--- config.mk ---
export PLATFORM = sky130hd
export DESIGN_NAME = pixel_write_arbiter
export DESIGN_NICKNAME = d
export VERILOG_FILES = /design/src/rtl/pixel_write_arbiter.sv
export SDC_FILE = /design/constraint.sdc
export NUM_CORES = 1
export LEC_CHECK = 0
export BUFFER_PORTS_ARGS = -buffer_cell sky130_fd_sc_hd__buf_2
export CORE_ASPECT_RATIO = 0.9
export CORE_MARGIN = 2
export CORE_UTILIZATION = 44
export CTS_CLUSTER_SIZE = 20
export DETAILED_ROUTE_END_ITERATION = 10
export GPL_TIMING_DRIVEN = 0
export PLACE_DENSITY_LB_ADDON = 0.25
export SETUP_SLACK_MARGIN = 0.02
export SYNTH_ARGS = -nofsm -noshare
export SYNTH_HDL_FRONTEND = slang
export SYNTH_SLANG_ARGS = --single-unit
--- constraint.sdc ---
create_clock -name clk -period 1.7 [get_ports clk]
set_input_delay 0 -clock clk [delete_from_list [all_inputs] [get_ports clk]]
set_output_delay 0 -clock clk [all_outputs]
set_load 0.02 [all_outputs]
--- src/rtl/pixel_write_arbiter.sv ---
// pixel_write_arbiter
//   Shares the single framebuffer write port between NUM_REQ iteration cores.
//   Cores are granted round-robin, one per cycle, and the winning request is
//   registered onto the memory write port. Committed writes are counted per
//   frame and frame_done pulses with the last write of each frame.
//
// Ports
//   clk          single clock; also drives the memory write clock
//   reset_n      asynchronous active-low reset
//   enable       grants are issued only while high
//   clear        synchronous frame restart (count and pointer to zero)
//   req_valid    per-core request
//   req_addr     flattened per-core address, core i at [i*ADDR_WIDTH +: ADDR_WIDTH]
//   req_data     flattened per-core pixel word, same packing
//   req_ready    one-hot combinational grant
//   write_en     registered memory write enable
//   write_addr   registered memory write address
//   write_data   registered memory write data
//   write_src    registered id of the core that was written
//   write_count  pixels committed in the current frame
//   frame_done   one-cycle pulse coincident with the last write of a frame
module pixel_write_arbiter #(
    parameter int NUM_REQ     = 4,
    parameter int ADDR_WIDTH  = 8,
    parameter int WORD_SIZE   = 8,
    parameter int FRAME_WORDS = 256,
    parameter int ID_WIDTH    = $clog2(NUM_REQ)
) (
    input  logic                          clk,
    input  logic                          reset_n,
    input  logic                          enable,
    input  logic                          clear,
    input  logic [NUM_REQ-1:0]            req_valid,
    input  logic [NUM_REQ*ADDR_WIDTH-1:0] req_addr,
    input  logic [NUM_REQ*WORD_SIZE-1:0]  req_data,
    output logic [NUM_REQ-1:0]            req_ready,
    output logic                          write_en,
    output logic [ADDR_WIDTH-1:0]         write_addr,
    output logic [WORD_SIZE-1:0]          write_data,
    output logic [ID_WIDTH-1:0]           write_src,
    output logic [ADDR_WIDTH:0]           write_count,
    output logic                          frame_done
);

    localparam logic [ADDR_WIDTH:0] LAST_CNT = (ADDR_WIDTH+1)'(FRAME_WORDS - 1);
    localparam logic [ID_WIDTH:0]   NUM_EXT  = (ID_WIDTH+1)'(NUM_REQ);
    localparam logic [ID_WIDTH-1:0] LAST_ID  = ID_WIDTH'(NUM_REQ - 1);

    logic [ADDR_WIDTH-1:0] addr_arr [NUM_REQ];
    logic [WORD_SIZE-1:0]  data_arr [NUM_REQ];

    for (genvar g = 0; g < NUM_REQ; g++) begin : g_unpack
        assign addr_arr[g] = req_addr[g*ADDR_WIDTH +: ADDR_WIDTH];
        assign data_arr[g] = req_data[g*WORD_SIZE +: WORD_SIZE];
    end

    logic                  we_q,    we_d;
    logic [ADDR_WIDTH-1:0] addr_q,  addr_d;
    logic [WORD_SIZE-1:0]  data_q,  data_d;
    logic [ID_WIDTH-1:0]   src_q,   src_d;
    logic [ADDR_WIDTH:0]   cnt_q,   cnt_d;
    logic                  done_q,  done_d;
    logic [ID_WIDTH-1:0]   ptr_q,   ptr_d;

    logic                  grant_vld;
    logic [ID_WIDTH-1:0]   grant_id;

    // Circular search from the pointer. The index runs over ptr..ptr+NUM_REQ-1
    // and is folded back below NUM_REQ, which also covers non-power-of-two
    // core counts. Gating with reset_n keeps req_ready low during reset.
    always_comb begin
        logic [ID_WIDTH:0] idx;
        logic [ID_WIDTH:0] wrapped;
        grant_vld = 1'b0;
        grant_id  = '0;
        idx       = '0;
        wrapped   = '0;
        if (reset_n && enable && !clear) begin
            for (int k = 0; k < NUM_REQ; k++) begin
                idx     = {1'b0, ptr_q} + (ID_WIDTH+1)'(k);
                wrapped = (idx >= NUM_EXT) ? idx - NUM_EXT : idx;
                if (!grant_vld && req_valid[wrapped[ID_WIDTH-1:0]]) begin
                    grant_vld = 1'b1;
                    grant_id  = wrapped[ID_WIDTH-1:0];
                end
            end
        end
    end

    assign req_ready = {{(NUM_REQ-1){1'b0}}, grant_vld} << grant_id;

    always_comb begin
        we_d   = 1'b0;
        done_d = 1'b0;
        addr_d = addr_q;
        data_d = data_q;
        src_d  = src_q;
        cnt_d  = cnt_q;
        ptr_d  = ptr_q;
        if (clear) begin
            cnt_d = '0;
            ptr_d = '0;
        end else if (grant_vld) begin
            we_d   = 1'b1;
            addr_d = addr_arr[grant_id];
            data_d = data_arr[grant_id];
            src_d  = grant_id;
            ptr_d  = (grant_id == LAST_ID) ? '0 : grant_id + 1'b1;
            if (cnt_q == LAST_CNT) begin
                cnt_d  = '0;
                done_d = 1'b1;
            end else begin
                cnt_d = cnt_q + 1'b1;
            end
        end
    end

    always_ff @(posedge clk or negedge reset_n) begin
        if (!reset_n) begin
            we_q   <= 1'b0;
            addr_q <= '0;
            data_q <= '0;
            src_q  <= '0;
            cnt_q  <= '0;
            done_q <= 1'b0;
            ptr_q  <= '0;
        end else begin
            we_q   <= we_d;
            addr_q <= addr_d;
            data_q <= data_d;
            src_q  <= src_d;
            cnt_q  <= cnt_d;
            done_q <= done_d;
            ptr_q  <= ptr_d;
        end
    end

    assign write_en    = we_q;
    assign write_addr  = addr_q;
    assign write_data  = data_q;
    assign write_src   = src_q;
    assign write_count = cnt_q;
    assign frame_done  = done_q;

endmodule

==> metrics, run 1 <==
status=finished, violations left; failing checks=negative setup slack; DP HPWL=4110 um; drt wl/cell=16.8 um; first-pass GRT wire length=9820 um; initial antenna violation count=0; Starting Density=46.1%; layout cells sized above 1=50.3%; cell taking the most area after synthesis=dfrtp_1; slew margin rel.=70.0%; die area=4830 um2; minimum clock period=1.71 ns; Clock Power Share=30.0%; synthesized instance count=204; gr busiest metal=met2; Core Region=4100 um2; met3 usage=5.34%; Final period util=100%; Pins Over Slew Limit=0; post-route setup slack=-0.00715 ns; Layout Area Growth over Synthesis=67.3%; Die X=73.1 um; TritonCTS Sinks=31; Post-Place Cell Area=2470 um2; Avg Inst Size Synth=9.26 um2; port buffer count=103; Seq pwr share=35.2%; fmax=586 MHz; # H-tree levels=2; Ant. Diodes=0; most common cell in the synthesized netlist=nand3_1; Die Y=66.2 um; row count=22; Worst-path clk slew=0.07 ns; Fin. Hold Viols=0; Placed Cells=355; #FFs+latches synth=31; Hold Crit Class=input port to flip-flop; final clock skew=0.00399 ns; maximum vdd drop=0.585 mV; final core occ=77.1%; total CTS buffers=5; Max Root-Sink Buffers=2; combinational power share=34.8%; total grt overflow=0; max cap viols=0; fin cells=402; Ys Warns=0; fill count=289; drt pass-1 iters=4; clk_lat worst skew=0.29 ns; GPL Wtd Cong=0.785; CP startpoint kind=flip-flop; Sw Pwr=0.000810 W; Final Routed Wirelength=6770 um; Main synth FF type=dfrtp_1; met1 Track Usage GR=32.6%; leakage dissipation=1.52 nW; io pins=105; routed vias=2306; Final nets=426; CP Capture Type=flip-flop; Critical Path AT=1.90 ns; top cell type's share of synthesized area=41.1%; sw frac=31.6%; Post-route DRC=0; largest net degree at the start of global routing=32; Final setup viols=3; RSZ-0062 raised after global routing=yes; number of global-route vias before repair=2118; commonest cells in the netlist=nand3_1 (33), dfrtp_1 (31), o21ai_0 (22); Pwr Density=810 nW/um2; number of DRC markers in iteration 0=156; Crit Path Class=flip-flop to flip-flop; Clock Tree Root=clkbuf_8; synth unique cells=43; Cell Int Power=0.00175 W; Syn Nets=277; vias per inst=5.74; TritonCTS clock tree=yes; Synth async-reset ratio=100%; worst endpoint required time=1.89 ns; Synth Cell Area=1890 um2; total track usage=27.0%; met2 Use GR=47.9%; dpl ws=-0.487 ns; antenna-violating nets left=0; Worst Max-Slew Pin Slew=0.448 ns; final instance area=3160 um2; largest cells by area after synthesis=dfrtp_1 (41%), nand3_1 (8.7%), o211a_1 (7.4%); Max FO, Critical Path=9; Post-synth EDFFs=0; part of the Yosys area used for sequential elements=41.1%
## per-layer routing
metal / share of wire (%) / vias to the layer above / routed length [um]
li1: - / 1080 / -
met1: 40 / 1113 / 2700
met2: 53 / 101 / 3590
met3: 5.7 / 12 / 383
met4: 1.4 / 0 / 94
met5: 0 / - / 0
## what timing repair did
action / 4_1_cts / 5_1_grt
endpoints found under the setup margin: 19 / 21
hold buffers: 19 / 0
buffers inserted: 10 / 10
pin swaps: 9 / 7
gates resized for setup: 34 / 36
hold endpoints to repair: 49 / 0
## registers in the layout, summed over array words and instances, names as in the netlist
signal and cells:
ptr_q 2, frame_done 1, write_src 2, write_addr 8, write_count 9, write_data 8, write_en 1
## worst max-delay path, cell delays in order, from the launching register on
cell      delay [ns]
dfrtp_1         0.37
buf_6           0.14
nand2b_2        0.23
a21oi_4         0.24
nor2_4          0.08
buf_4           0.15
mux2i_1         0.14
a221oi_2        0.25
## kinds of logic (layout without fill, tap and decap cells)
family | after synthesis | in the layout | share of synthesized area [%]
mux | 3 | 3 | 1.59
simple gates | 74 | 74 | 20.7
xor+xnor | 1 | 1 | 0.464
compound gates | 73 | 73 | 29.4
flops | 31 | 31 | 41.1
buf+inv | 21 | 171 | 6.16
fa+ha+maj | 1 | 1 | 0.662
## final cells by class
cell class | count | area (um2) | share of cell area [%]
Clock inverter | 2 | 35.0 | 1.11
Clock buffer | 6 | 82.6 | 2.61
Sequential cell | 31 | 777 | 24.6
Multi-Input combinational cell | 152 | 1160 | 36.6
Buffer | 14 | 129 | 4.08
Timing Repair Buffer | 142 | 887 | 28.1
Tap cell | 48 | 60.1 | 1.90
Inverter | 7 | 33.8 | 1.07
## path summary, 6_finish.rpt
path	slack (ns)	depth (start not counted)	startpoint	endpoint
min in group asynchronous	0.26	3	reset_n	write_count[5]
setup reg to reg	-0.007	7	ptr_q[1]	write_addr[4]
max in group asynchronous	1.26	3	reset_n	write_count[0]
hold / removal	0.04	3	req_addr[7]	write_addr[7]
hold reg to reg	0.47	1	write_src[1]	write_src[1]
setup / recovery	-0.007	7	ptr_q[1]	write_addr[4]
## power by group through the flow
stage / Sequential (W) / Combinational, W / Clock, W
6_report: 0.000901 / 0.000891 / 0.000770
5_1_grt: 0.000912 / 0.000947 / 0.000806
4_1_cts: 0.000900 / 0.000813 / 0.000770
3_5_place_dp: 0.000913 / 0.000705 / 0
3_3_place_gp: 0.000909 / 0.000697 / 0
2_1_floorplan: 0.00105 / 0.000305 / 0
## cells in the final DEF, fill, tap and decap left out, types with 8 or more instances in the layout
cell type,synthesis,routed
buf_2,7,101
buf_4,2,26
o211a_1,14,14
dfrtp_1,31,30
o21ai_0,22,8
o22a_1,14,14
nand2_1,12,12
dlygate4sd3_1,0,18
nor2_1,8,8
nand3_1,33,30
o21ai_2,0,9
## per-stage QoR
step           setup TNS (ns)  hold slack [ns]  power (W)
5_1_grt                -0.546           0.0495    0.00267
6_report              -0.0153           0.0444    0.00256
4_1_cts                     0           0.0453    0.00248
3_5_place_dp            -6.64           0.0964    0.00162
3_3_place_gp            -6.46            0.100    0.00161
2_1_floorplan               0           -0.296    0.00135
(Power assumes the default switching activity.)
==> run 2, diff against run 1 <==
--- a/config.mk
+++ b/config.mk
@@ -12,7 +12,7 @@
 export CTS_CLUSTER_SIZE = 20
 export DETAILED_ROUTE_END_ITERATION = 10
 export GPL_TIMING_DRIVEN = 0
-export PLACE_DENSITY_LB_ADDON = 0.25
+export PLACE_DENSITY = 0.88
 export SETUP_SLACK_MARGIN = 0.02
 export SYNTH_ARGS = -nofsm -noshare
 export SYNTH_HDL_FRONTEND = slang
==> run 2 against run 1 <==
Effect of this change:
- critical path type unchanged
- final area increased by 2.6%
- combinational power increased by 6.2%
- the flow still finishes with violations (negative setup slack)
- die area unchanged
- sequential share of layout area decreased by 0.63 points
- utilization increased by 2.0 points
- setup slack got worse by 0.12 ns
- via count increased by 10%
- largest power group is now combinational cells
==> metrics, run 2 (synthesis results as in run 1) <==
Seq pwr share=34.7% (was 35.2%); CP startpoint kind=flip-flop (unchanged); Fin. Hold Viols=0 (unchanged); status=finished, violations left (unchanged); maximum vdd drop=0.569 mV (was 0.585 mV); CP Capture Type=flip-flop (unchanged); Critical Path AT=2.01 ns (was 1.90 ns); Crit Path Class=flip-flop to flip-flop (unchanged); commonest non-fill, non-tap cell in the layout=buf_2 (unchanged); GPL Wtd Cong=0.876 (was 0.785); Final period util=107% (was 100%); Pins Over Slew Limit=0 (unchanged); post-route setup slack=-0.124 ns (was -0.00715 ns); layout cells sized above 1=51.4% (was 50.3%); Cell Int Power=0.00176 W (was 0.00175 W); Worst-path clk slew=0.07 ns (about the same); Final setup viols=20 (was 3); Die Y=66.2 um (unchanged); Multi-input gate area=1240 um2 (was 1160 um2); combinational power share=35.9% (was 34.8%); Hold Crit Class=input port to flip-flop (unchanged); largest net degree at the start of global routing=32 (unchanged); met2 wire len=4160 um (was 3590 um); most frequent cells in the layout=buf_2 (103), dfrtp_1 (30), nand3_1 (23) (was buf_2 (101), nand3_1 (30), dfrtp_1 (30)); DP HPWL=4330 um (was 4110 um); Final Routed Wirelength=8300 um (was 6770 um); RSZ-0062 raised after global routing=yes (unchanged); clk_lat worst skew=0.29 ns (about the same); first-pass GRT wire length=10200 um (was 9820 um); max cap viols=0 (unchanged); Max FO, Critical Path=9 (unchanged); die area=4830 um2 (unchanged); top sig layer=met4 (unchanged); initial antenna violation count=0 (unchanged); sw frac=33.3% (was 31.6%); total grt overflow=0 (unchanged); Sw Pwr=0.000877 W (was 0.000810 W); slew margin rel.=73.5% (was 70.0%); drt wl/cell=20.8 um (was 16.8 um); Worst Max-Slew Pin Slew=0.396 ns (was 0.448 ns); final core occ=79.1% (was 77.1%); final clock skew=0.00519 ns (was 0.00399 ns); Starting Density=46.1% (unchanged); io pins=105 (unchanged); leakage dissipation=1.51 nW (was 1.52 nW); Ant. Diodes=0 (unchanged); Final nets=422 (was 426); Post-Place Cell Area=2470 um2 (unchanged); worst endpoint required time=1.88 ns (was 1.89 ns); routed vias=2540 (was 2306); Layout Area Growth over Synthesis=71.7% (was 67.3%); failing checks=negative setup slack (unchanged); # H-tree levels=2 (unchanged); Pwr Density=812 nW/um2 (was 810 nW/um2); fmax=548 MHz (was 586 MHz); sequential cell area=777 um2 (unchanged); Post-route DRC=0 (unchanged); fill count=235 (was 289); drt pass-1 iters=5 (was 4); M1 WL=2980 um (was 2700 um); final instance area=3240 um2 (was 3160 um2); port buffer count=103 (unchanged); antenna-violating nets left=0 (unchanged); total CTS buffers=5 (unchanged); Clock Power Share=29.4% (was 30.0%); number of DRC markers in iteration 0=214 (was 156); max FFs per register=9 (unchanged); WL met3=798 um (was 383 um); Die X=73.1 um (unchanged); Max Root-Sink Buffers=2 (unchanged); TritonCTS clock tree=yes (unchanged); total track usage=27.6% (was 27.0%); number of global-route vias before repair=2117 (was 2118); minimum clock period=1.82 ns (was 1.71 ns); TritonCTS Sinks=31 (unchanged); Core Region=4100 um2 (unchanged); Clock Tree Root=clkbuf_8 (unchanged); row count=22 (unchanged); vias per inst=6.38 (was 5.74)
## run 2: cell count changes in the layout (fill, tap and decap cells not counted), moves of 6 or more
cell,change
o21ai_0,+6
nand3_1,-7
nand3_2,+6
o21ai_2,-8
buf_4,-11
## run 2: power groups by stage
stage	sequential, W	combinational (W)	clock, W
after floorplan	0.00105	0.000305	0
after global placement	0.000911	0.000699	0
after detailed placement	0.000916	0.000715	0
after CTS	0.000902	0.000815	0.000775
after global routing	0.000920	0.000985	0.000807
final	0.000912	0.000946	0.000774
## run 2: final cells by class
type                    count  area share, %
plain buffers              13           3.78
multi-input cells         152           38.3
clock buffers               6           2.55
flip-flops and latches     31           24.0
clock inverters             2           1.08
repair buffers            139           27.5
well taps                  48           1.85
inverters                   7           1.04
## run 2: final timing paths
path,from,to,slack [ns],depth (start not counted)
max,ptr_q[1],write_addr[0],-0.12,8
min,req_data[6],write_data[6],0.05,3
max reg2reg,ptr_q[1],write_addr[0],-0.12,8
min reg2reg,write_src[1],write_src[1],0.48,1
max in group asynchronous,reset_n,write_count[0],1.26,3
min in group asynchronous,reset_n,write_count[5],0.25,3
## run 2: per-layer routing
| metal | track usage [%] | vias to the layer above |
|---|---|---|
| met2 | 46.5 | 197 |
| li1 | - | 1070 |
| met5 | 0 | - |
| met4 | 6.71 | 0 |
| met1 | 34.1 | 1235 |
| met3 | 8.99 | 38 |
## run 2: through the flow
stage | TNS (ns) | std cells | hold slack [ns] | setup WS [ns] | power [W]
CTS | -0.0987 | 388 | 0.0425 | -0.0398 | 0.00249
detailed placement | -6.38 | 355 | 0.0997 | -0.459 | 0.00163
floorplan | 0 | 204 | -0.296 | 0.0316 | 0.00135
global route | -2.42 | 398 | 0.0470 | -0.167 | 0.00271
finish | -1.52 | 398 | 0.0480 | -0.124 | 0.00263
global placement | -6.04 | 355 | 0.0921 | -0.475 | 0.00161
## run 2: worst max-delay path, stage by stage, from the launching register on
cell and delay [ns]:
dfrtp_1 0.40, buf_6 0.14, mux2i_4 0.21, o2bb2ai_4 0.18
clkbuf_8 0.17, buf_12 0.14, o21ai_0 0.21, nand3_1 0.12
o211a_1 0.13
## run 2: repair_timing
item	4_1_cts	5_1_grt
gates resized for setup	32	43
hold buffers	19	0
setup endpoints to repair	23	21
cloned	0	1
endpoints found under the hold margin	49	0
pin swaps	7	20
setup buffers	6	10
